<file path="src/rtl/filt_address_calc.sv">
// -----------------------------------------------------------------------------
// filt_address_calc
//   Sequential address generator for the filter data path. While enable is
//   high it issues one address per clock over a contiguous window
//   offset, offset+STEP, ..., offset+(filesize-1)*STEP and raises done while
//   the last address of the window is on the bus. Dropping enable aborts the
//   run and returns the block to IDLE with addr=0, done=0.
//
//   Configuration macro: FILT_ADDR_CALC_LOOP_EN
//     defined   : after the last address the window restarts from the latched
//                 offset (circular sweep, done pulses once per pass).
//     undefined : the last address and done are held while enable stays high.
//
// Parameters
//   ADDR_W    width of offset, filesize, addr and the internal counter
//   STEP      address increment per clock (unsigned)
//
// Ports
//   clk       in   clock, all state updates on posedge
//   rst_n     in   asynchronous active-low reset
//   offset    in   window start address, sampled only when a run starts
//   filesize  in   number of addresses to issue, sampled only at run start
//   enable    in   level: 1 = run/hold, 0 = abort to IDLE
//   addr      out  current address (registered)
//   done      out  high while the last address is presented (registered)
// -----------------------------------------------------------------------------
module filt_address_calc #(
    parameter int unsigned ADDR_W = 32,
    parameter int unsigned STEP   = 1
) (
    input  logic              clk,
    input  logic              rst_n,
    input  logic [ADDR_W-1:0] offset,
    input  logic [ADDR_W-1:0] filesize,
    input  logic              enable,
    output logic [ADDR_W-1:0] addr,
    output logic              done
);

    typedef enum logic [1:0] {
        ST_IDLE = 2'd0,
        ST_RUN  = 2'd1,
        ST_FIN  = 2'd2
    } state_t;

    localparam logic [ADDR_W-1:0] ZERO_C = {ADDR_W{1'b0}};
    localparam logic [ADDR_W-1:0] ONE_C  = {{(ADDR_W-1){1'b0}}, 1'b1};
    localparam logic [ADDR_W-1:0] STEP_C = ADDR_W'(STEP);

    state_t            state_q,  state_d;
    logic [ADDR_W-1:0] addr_q,   addr_d;
    logic              done_q,   done_d;
    logic [ADDR_W-1:0] count_q,  count_d;
    logic [ADDR_W-1:0] size_q,   size_d;
    logic [ADDR_W-1:0] offset_q, offset_d;

    logic [ADDR_W-1:0] count_inc_s;
    logic [ADDR_W-1:0] size_last_s;

    // Index of the next address and index of the final address of the window.
    always_comb begin
        count_inc_s = count_q + ONE_C;
        size_last_s = size_q - ONE_C;
    end

    // Next-state and output logic; enable low overrides every state.
    always_comb begin
        state_d  = state_q;
        addr_d   = addr_q;
        done_d   = done_q;
        count_d  = count_q;
        size_d   = size_q;
        offset_d = offset_q;

        if (!enable) begin
            state_d = ST_IDLE;
            addr_d  = ZERO_C;
            done_d  = 1'b0;
            count_d = ZERO_C;
        end else begin
            case (state_q)
                ST_IDLE: begin
                    offset_d = offset;
                    size_d   = filesize;
                    addr_d   = offset;
                    count_d  = ZERO_C;
                    // filesize 0 and 1 both present just the offset with done.
                    if (filesize <= ONE_C) begin
                        state_d = ST_FIN;
                        done_d  = 1'b1;
                    end else begin
                        state_d = ST_RUN;
                        done_d  = 1'b0;
                    end
                end
                ST_RUN: begin
                    addr_d  = addr_q + STEP_C;
                    count_d = count_inc_s;
                    if (count_inc_s == size_last_s) begin
                        state_d = ST_FIN;
                        done_d  = 1'b1;
                    end else begin
                        state_d = ST_RUN;
                        done_d  = 1'b0;
                    end
                end
                ST_FIN: begin
`ifdef FILT_ADDR_CALC_LOOP_EN
                    addr_d  = offset_q;
                    count_d = ZERO_C;
                    if (size_q <= ONE_C) begin
                        state_d = ST_FIN;
                        done_d  = 1'b1;
                    end else begin
                        state_d = ST_RUN;
                        done_d  = 1'b0;
                    end
`else
                    state_d = ST_FIN;
                    addr_d  = addr_q;
                    done_d  = 1'b1;
`endif
                end
                default: begin
                    state_d = ST_IDLE;
                    addr_d  = ZERO_C;
                    done_d  = 1'b0;
                    count_d = ZERO_C;
                end
            endcase
        end
    end

    // State and datapath registers with asynchronous reset.
    always_ff @(posedge clk or negedge rst_n) begin
        if (!rst_n) begin
            state_q  <= ST_IDLE;
            addr_q   <= ZERO_C;
            done_q   <= 1'b0;
            count_q  <= ZERO_C;
            size_q   <= ZERO_C;
            offset_q <= ZERO_C;
        end else begin
            state_q  <= state_d;
            addr_q   <= addr_d;
            done_q   <= done_d;
            count_q  <= count_d;
            size_q   <= size_d;
            offset_q <= offset_d;
        end
    end

    // Outputs come straight from registers.
    always_comb begin
        addr = addr_q;
        done = done_q;
    end

endmodule

</file>
<file path="config.mk">
export PLATFORM = sky130hd
export DESIGN_NAME = filt_address_calc
export DESIGN_NICKNAME = d
export VERILOG_FILES = /design/src/rtl/filt_address_calc.sv
export SDC_FILE = /design/constraint.sdc
export NUM_CORES = 1
export LEC_CHECK = 0
export CORE_UTILIZATION = 50
export CTS_CLUSTER_DIAMETER = 50
export DETAILED_ROUTE_END_ITERATION = 8
export GPL_TIMING_DRIVEN = 0
export PLACE_DENSITY = 0.73
export SKIP_CTS_REPAIR_TIMING = 1
export SYNTH_ARGS = -nofsm -noshare
export SYNTH_HDL_FRONTEND = slang
export SYNTH_SLANG_ARGS = --single-unit
</file>
<file path="constraint.sdc">
create_clock -name clk -period 4.5 [get_ports clk]
set_clock_uncertainty 0.15 [all_clocks]
set_input_delay 0.9 -clock clk [delete_from_list [all_inputs] [get_ports clk]]
set_output_delay 0.9 -clock clk [all_outputs]
set_load 0.01 [all_outputs]
</file>
==> results of run 1 <==
[logic make-up (layout without fill, tap and decap cells)]
logic type | count (synthesis) | count (layout) | share of synthesized area
adders and majority gates | 3 | 3 | 0.00540
xor gates and xnor gates | 59 | 59 | 0.0862
DFF | 98 | 98 | 0.353
AOI/OAI and AO/OA | 200 | 200 | 0.169
muxes | 37 | 37 | 0.0586
and+or+nand+nor | 368 | 368 | 0.296
buffers and inverters | 56 | 172 | 0.0320
[layer usage]
layer	wire length (um)	vias up	track usage
li1	-	3248	-
met1	8990	3385	0.411
met2	10300	379	0.517
met3	1770	59	0.0642
met4	612	0	0.115
met5	0	-	0
[worst max path at each step]
stage                                      start                   end  slack (ps)  depth (start not counted)
after detailed placement            filesize[30]        done$_DFF_PN0_         390                          9
after floorplan            size_q[0]$_DFFE_PN0P_        done$_DFF_PN0_        1240                         11
after global routing      count_q[0]$_DFFE_PN0P_        done$_DFF_PN0_         340                          9
final                     count_q[0]$_DFFE_PN0P_        done$_DFF_PN0_         520                          9
after global placement                     rst_n  addr[23]$_DFFE_PN0P_       -1340                          1
after CTS                 count_q[0]$_DFFE_PN0P_        done$_DFF_PN0_         590                          9
[state kept, by name, summed over array words and instances (netlist names)]
register / cells
state_q: 1
done: 1
size_q: 32
count_q: 32
addr: 32
[final cells by class]
cell class | count | area, um2 | share of cell area
multi-input combinational | 667 | 4280 | 0.504
tap | 176 | 220 | 0.0260
sequential | 98 | 2450 | 0.289
clock buffer | 10 | 229 | 0.0270
timing repair buffer | 100 | 1020 | 0.120
inverter | 11 | 41.3 | 0.00487
buffer | 45 | 181 | 0.0214
clock inverter | 6 | 65.1 | 0.00767
[power breakdown]
group / switching (mW) / internal, mW / total [mW]
sequential: 0.162 / 0.980 / 1.14
clock: 0.358 / 0.432 / 0.790
combinational: 0.386 / 0.389 / 0.775
[worst reg2reg max path: cells and delay by family, from the launching register on]
kind / cells / cell delay, ps
AO/OA/AOI/OAI: 2 / 390
XOR/XNOR: 1 / 430
adder cells (fa/ha/maj): 1 / 340
flip-flops: 1 / 480
AND/OR/NAND/NOR: 5 / 2130
[per-stage QoR]
stage / setup TNS, ps / area, um2 / hold WS, ps / utilization / cells
2_1_floorplan: 0 / 6960 / 319 / - / 821
5_1_grt: 0 / 8490 / 375 / 0.633 / 1113
4_1_cts: 0 / 8490 / 358 / 0.633 / 1113
3_3_place_gp: -130430 / 8170 / 340 / 0.609 / 1096
3_5_place_dp: 0 / 8190 / 353 / 0.611 / 1097
6_report: 0 / 8490 / 346 / 0.633 / 1113
[layout by cell type (no fill, tap or decap), drive strengths merged, types with 6 or more instances in the layout]
master         Yosys  final
dfrtp             98     98
clkdlybuf4s50      0     98
o21ai             78     78
nand2             72     72
nor2              59     59
a21oi             54     54
clkbuf            38     48
xnor2             33     33
nand3             31     31
mux2              30     30
nor4              29     29
nor3              28     28
nand2b            26     26
and3              22     22
xor2              20     20
nand4             18     18
and4              15     15
nand3b            15     15
a31oi             13     13
inv               11     12
o31ai             11     11
or3               10     10
nor3b              9      9
a21o               9      9
buf                7      9
nor2b              8      8
and2               8      8
o21a               7      7
or4                7      7
mux2i              7      7
xnor3              6      6
==> reports/results.ini, run 1 <==
[clocking]
clock_path_buffers=2
clk_latency_ps=360
clk_pin_slew_worst_paths_ps=70
tritoncts=built
cts_num_sinks=98
cts_root_buffer=clkbuf_16
cts_made_buffers=9
ctsHtreeMaxLevel=3

[critical_path]
path_cells=ha_1 -> nand4_1 -> nor2_2 -> xnor3_1 -> nor4_4 -> o2111ai_1 -> or4_1 -> nor4_2 -> a21o_1
reg2reg_depth=9
endpoint_kind=register
crit_fanout=8
critPathKind=reg -> reg
cp.arrival_ps=4130
critical_path_buf_inv_count=0
regToRegEndpoint=done$_DFF_PN0_
rrSetupSlack_ps=520
crit_required_ps=4650
crit_slowest_cell=or4_1
slowest_delay_ps=610
start_kind=register
path_delay_family=simple AND/OR/NAND/NOR gates
crit-reg2reg-launch=count_q[0]$_DFFE_PN0P_

[floorplan]
die_area_um2=14400
io_pins=100
core_area_um2=13400
die_w_um=120
initial_utilization=0.519
die_h_um=120
rows=42

[synthesis]
synth_edf_count=0
async_reset_ff_frac=1.00
synth_flop_cell=dfrtp_1
synth_cells=821
ys_warn_count=0
yosys.area.top_type=dfrtp_1
ys_seq_area_frac=0.353
synth_commonest_cells=dfrtp_1, o21ai_0, nand2_1, nor2_1, a21oi_1
avgSynthCellArea_um2=8.47
synth_top_area_share=0.353
ys_ff_latch=98
synth.net_count=891
synth_area_um2=6960
post-synth-top-count-cell=dfrtp_1
synth_area_leaders=dfrtp_1, o21ai_0, mux2_2
yosysUniqueCellTypes=63

[timing]
report.final.slew_viol_count=0
tightestPinTransition_ps=1110
max_freq_mhz=251
final-hold-violation-count=0
setup_ws_ps=521
slew_headroom=0.255
rsz0062_at_grt=no
period_minus_slack_ps=3980
finalCritPeriodShare=0.884
finalSetupViolations=0

[detailed_routing]
dr_total_vias=7071
routed_wl_um=21700
wl_per_cell_um=19.5
drt-pass1-iter-count=6
viasPerCell=6.35
antenna_left=0
drc=0
drt-initial-drc-count=549

[place]
place_ws_ps=392
hpwl_um=16100
place.gp.congestion=0.946
port_buffers=99

[layout]
syn_to_final_growth_pct=22.0
drive_gt1_frac=0.0672
antenna_cells=0
fillers=1164
fin_nets=1002

[pwr]
vdd_drop_max_mv=0.186
leakage_nw=3.27
cellPowerDensity_nw_per_um2=319
total_power_mw=2.71

[worst_hold_path]
hold_class=in -> async

[global_routing]
grt_pass1_wl_um=35400
grt_max_degree=67
grt_pass1_vias=6878
track_usage=0.316
grt_overflow=0
antenna_found_initial=0

[run]
drv_cap=0

[outcome]
status=finished clean

Power figures use the tool's default switching activity.
==> run 2: changes to the inputs <==
--- a/config.mk
+++ b/config.mk
@@ -5,6 +5,7 @@
 export SDC_FILE = /design/constraint.sdc
 export NUM_CORES = 1
 export LEC_CHECK = 0
+export CORE_MARGIN = 1.5
 export CORE_UTILIZATION = 50
 export CTS_CLUSTER_DIAMETER = 50
 export DETAILED_ROUTE_END_ITERATION = 8
==> run 2 against run 1 <==
Effect of this change: fmax down 3.8%; global-route usage down 0.29 points; combinational power about the same; critical endpoint unchanged; critical path depth unchanged; largest power group unchanged; clock-buffer cell count up 3; sequential power about the same; die area up 1.7%; design area down 0.12%; non-clock buffer count unchanged; worst setup slack worse by 160 ps; utilization down 0.075 points.
==> reports/results.ini, run 2 (synthesis results as in run 1) <==
[floorplan]
rows=42
die_h_um=121
io_pins=100
die_w_um=121
initial_utilization=0.519
core_area_um2=13400
die_area_um2=14600

[detailed_routing]
drt-initial-drc-count=915
drc=0
drt-pass1-iter-count=5
dr_total_vias=7116
wl_per_cell_um=19.9
antenna_left=0
routed_wl_um=22200
viasPerCell=6.39

[worst_hold_path]
hold_class=in -> async

[critical_path]
rrSetupSlack_ps=360
crit_fanout=8
reg2reg_depth=9
start_kind=register
cp.arrival_ps=4240
critPathKind=reg -> reg
cp-endpoint=done$_DFF_PN0_
regToRegEndpoint=done$_DFF_PN0_
crit_required_ps=4610
crit-reg2reg-launch=count_q[0]$_DFFE_PN0P_
crit_start=count_q[0]$_DFFE_PN0P_
endpoint_kind=register

[global_routing]
grt_pass1_wl_um=35900
track_usage=0.313
grt_pass1_vias=6997
antenna_found_initial=0
grt_max_degree=67
grt_overflow=0

[layout]
multi_input_area_um2=4280
stdcell_area_um2=8480
syn_to_final_growth_pct=21.9
antenna_cells=0
drive_gt1_frac=0.0662
mostFrequentLayoutCells=dfrtp_1, clkdlybuf4s50_1, o21ai_0
fillers=1186
fin_nets=1002
regArea_um2=2450

[clocking]
cts_made_buffers=9
ctsHtreeMaxLevel=3
tritoncts=built
clock_path_buffers=2
clk_pin_slew_worst_paths_ps=70
cts_num_sinks=98
clk_latency_ps=360
cts_root_buffer=clkbuf_16

[timing]
finalSetupTns_ps=0
worst_hold_slack_ps=343
slew_headroom=0.272
report.final.slew_viol_count=0
period_minus_slack_ps=4140
max_freq_mhz=242
finalSetupViolations=0
setup_ws_ps=363
finalCritPeriodShare=0.919
rsz0062_at_grt=no
tightestPinTransition_ps=1080
final-hold-violation-count=0

[outcome]
status=finished clean

[pwr]
leakage_nw=3.26
vdd_drop_max_mv=0.205
cellPowerDensity_nw_per_um2=315

[run]
drv_cap=0

[place]
placed_area_um2=8190
place.gp.congestion=0.966
port_buffers=99
place_ws_ps=431
hpwl_um=16400

[run 2: changes by cell type in the layout (fill, tap and decap cells not counted)]
cell / before / now
clkbuf_8: 0 / 2
clkinv_2: 2 / 0
bufinv_16: 1 / 0
clkbuf_1: 38 / 39
clkinvlp_4: 1 / 2
inv_6: 1 / 0
[run 2: critical path, cell delays in order, from the launching register on]
cell and delay [ps]:
dfrtp_1 500, ha_1 350, nand4_1 340, nor4_1 880, a21boi_0 350, or3_1 460, and4_1 190, o311ai_1 510
nor4_2 120, a21o_1 180
[run 2: stage by stage]
step	util	instances	power, mW
finish	0.632	1113	2.67
global route	0.632	1113	2.80
CTS	0.632	1113	2.67
detailed placement	0.611	1097	1.91
global placement	0.609	1096	1.89
floorplan	-	821	1.60
[run 2: area by class of cell]
| class | instances | area share |
|---|---|---|
| plain buffers | 45 | 0.0214 |
| clock buffers | 13 | 0.0307 |
| clock inverters | 3 | 0.00280 |
| inverters | 11 | 0.00487 |
| multi-input cells | 667 | 0.505 |
| flip-flops and latches | 98 | 0.289 |
| well taps | 176 | 0.0260 |
| repair buffers | 100 | 0.120 |
[run 2: worst min path at each step]
stage / startpoint / to / slack, ps
finish: rst_n / count_q[6]$_DFFE_PN0P_ / 340
global route: rst_n / count_q[3]$_DFFE_PN0P_ / 380
CTS: rst_n / count_q[6]$_DFFE_PN0P_ / 360
detailed placement: count_q[31]$_DFFE_PN0P_ / count_q[31]$_DFFE_PN0P_ / 360
global placement: count_q[31]$_DFFE_PN0P_ / count_q[31]$_DFFE_PN0P_ / 340
floorplan: count_q[31]$_DFFE_PN0P_ / count_q[31]$_DFFE_PN0P_ / 320
[run 2: metal layers]
metal  part of all wire  up-vias  routed length [um]  GRT usage
li1                   -     3238                   -          -
met1               0.41     3408                9030      0.411
met2               0.46      398               10300      0.492
met3              0.090       72                2000     0.0531
met4              0.039        0                 854      0.171
met5                  0        -                   0          0
[run 2: report_power, final]
group	leakage, nW	switching, mW	internal, mW
Sequential	1.27	0.163	0.980
Combinational	1.85	0.387	0.389
Clock	0.132	0.347	0.407
Total	3.26	0.897	1.78
==> run 3: changes to the inputs <==
--- a/config.mk
+++ b/config.mk
@@ -15,3 +15,4 @@
 export SYNTH_ARGS = -nofsm -noshare
 export SYNTH_HDL_FRONTEND = slang
 export SYNTH_SLANG_ARGS = --single-unit
+export TNS_END_PERCENT = 10
==> results of run 3 <==
The final DEF is identical to that of run 2; final timing and power are the same.
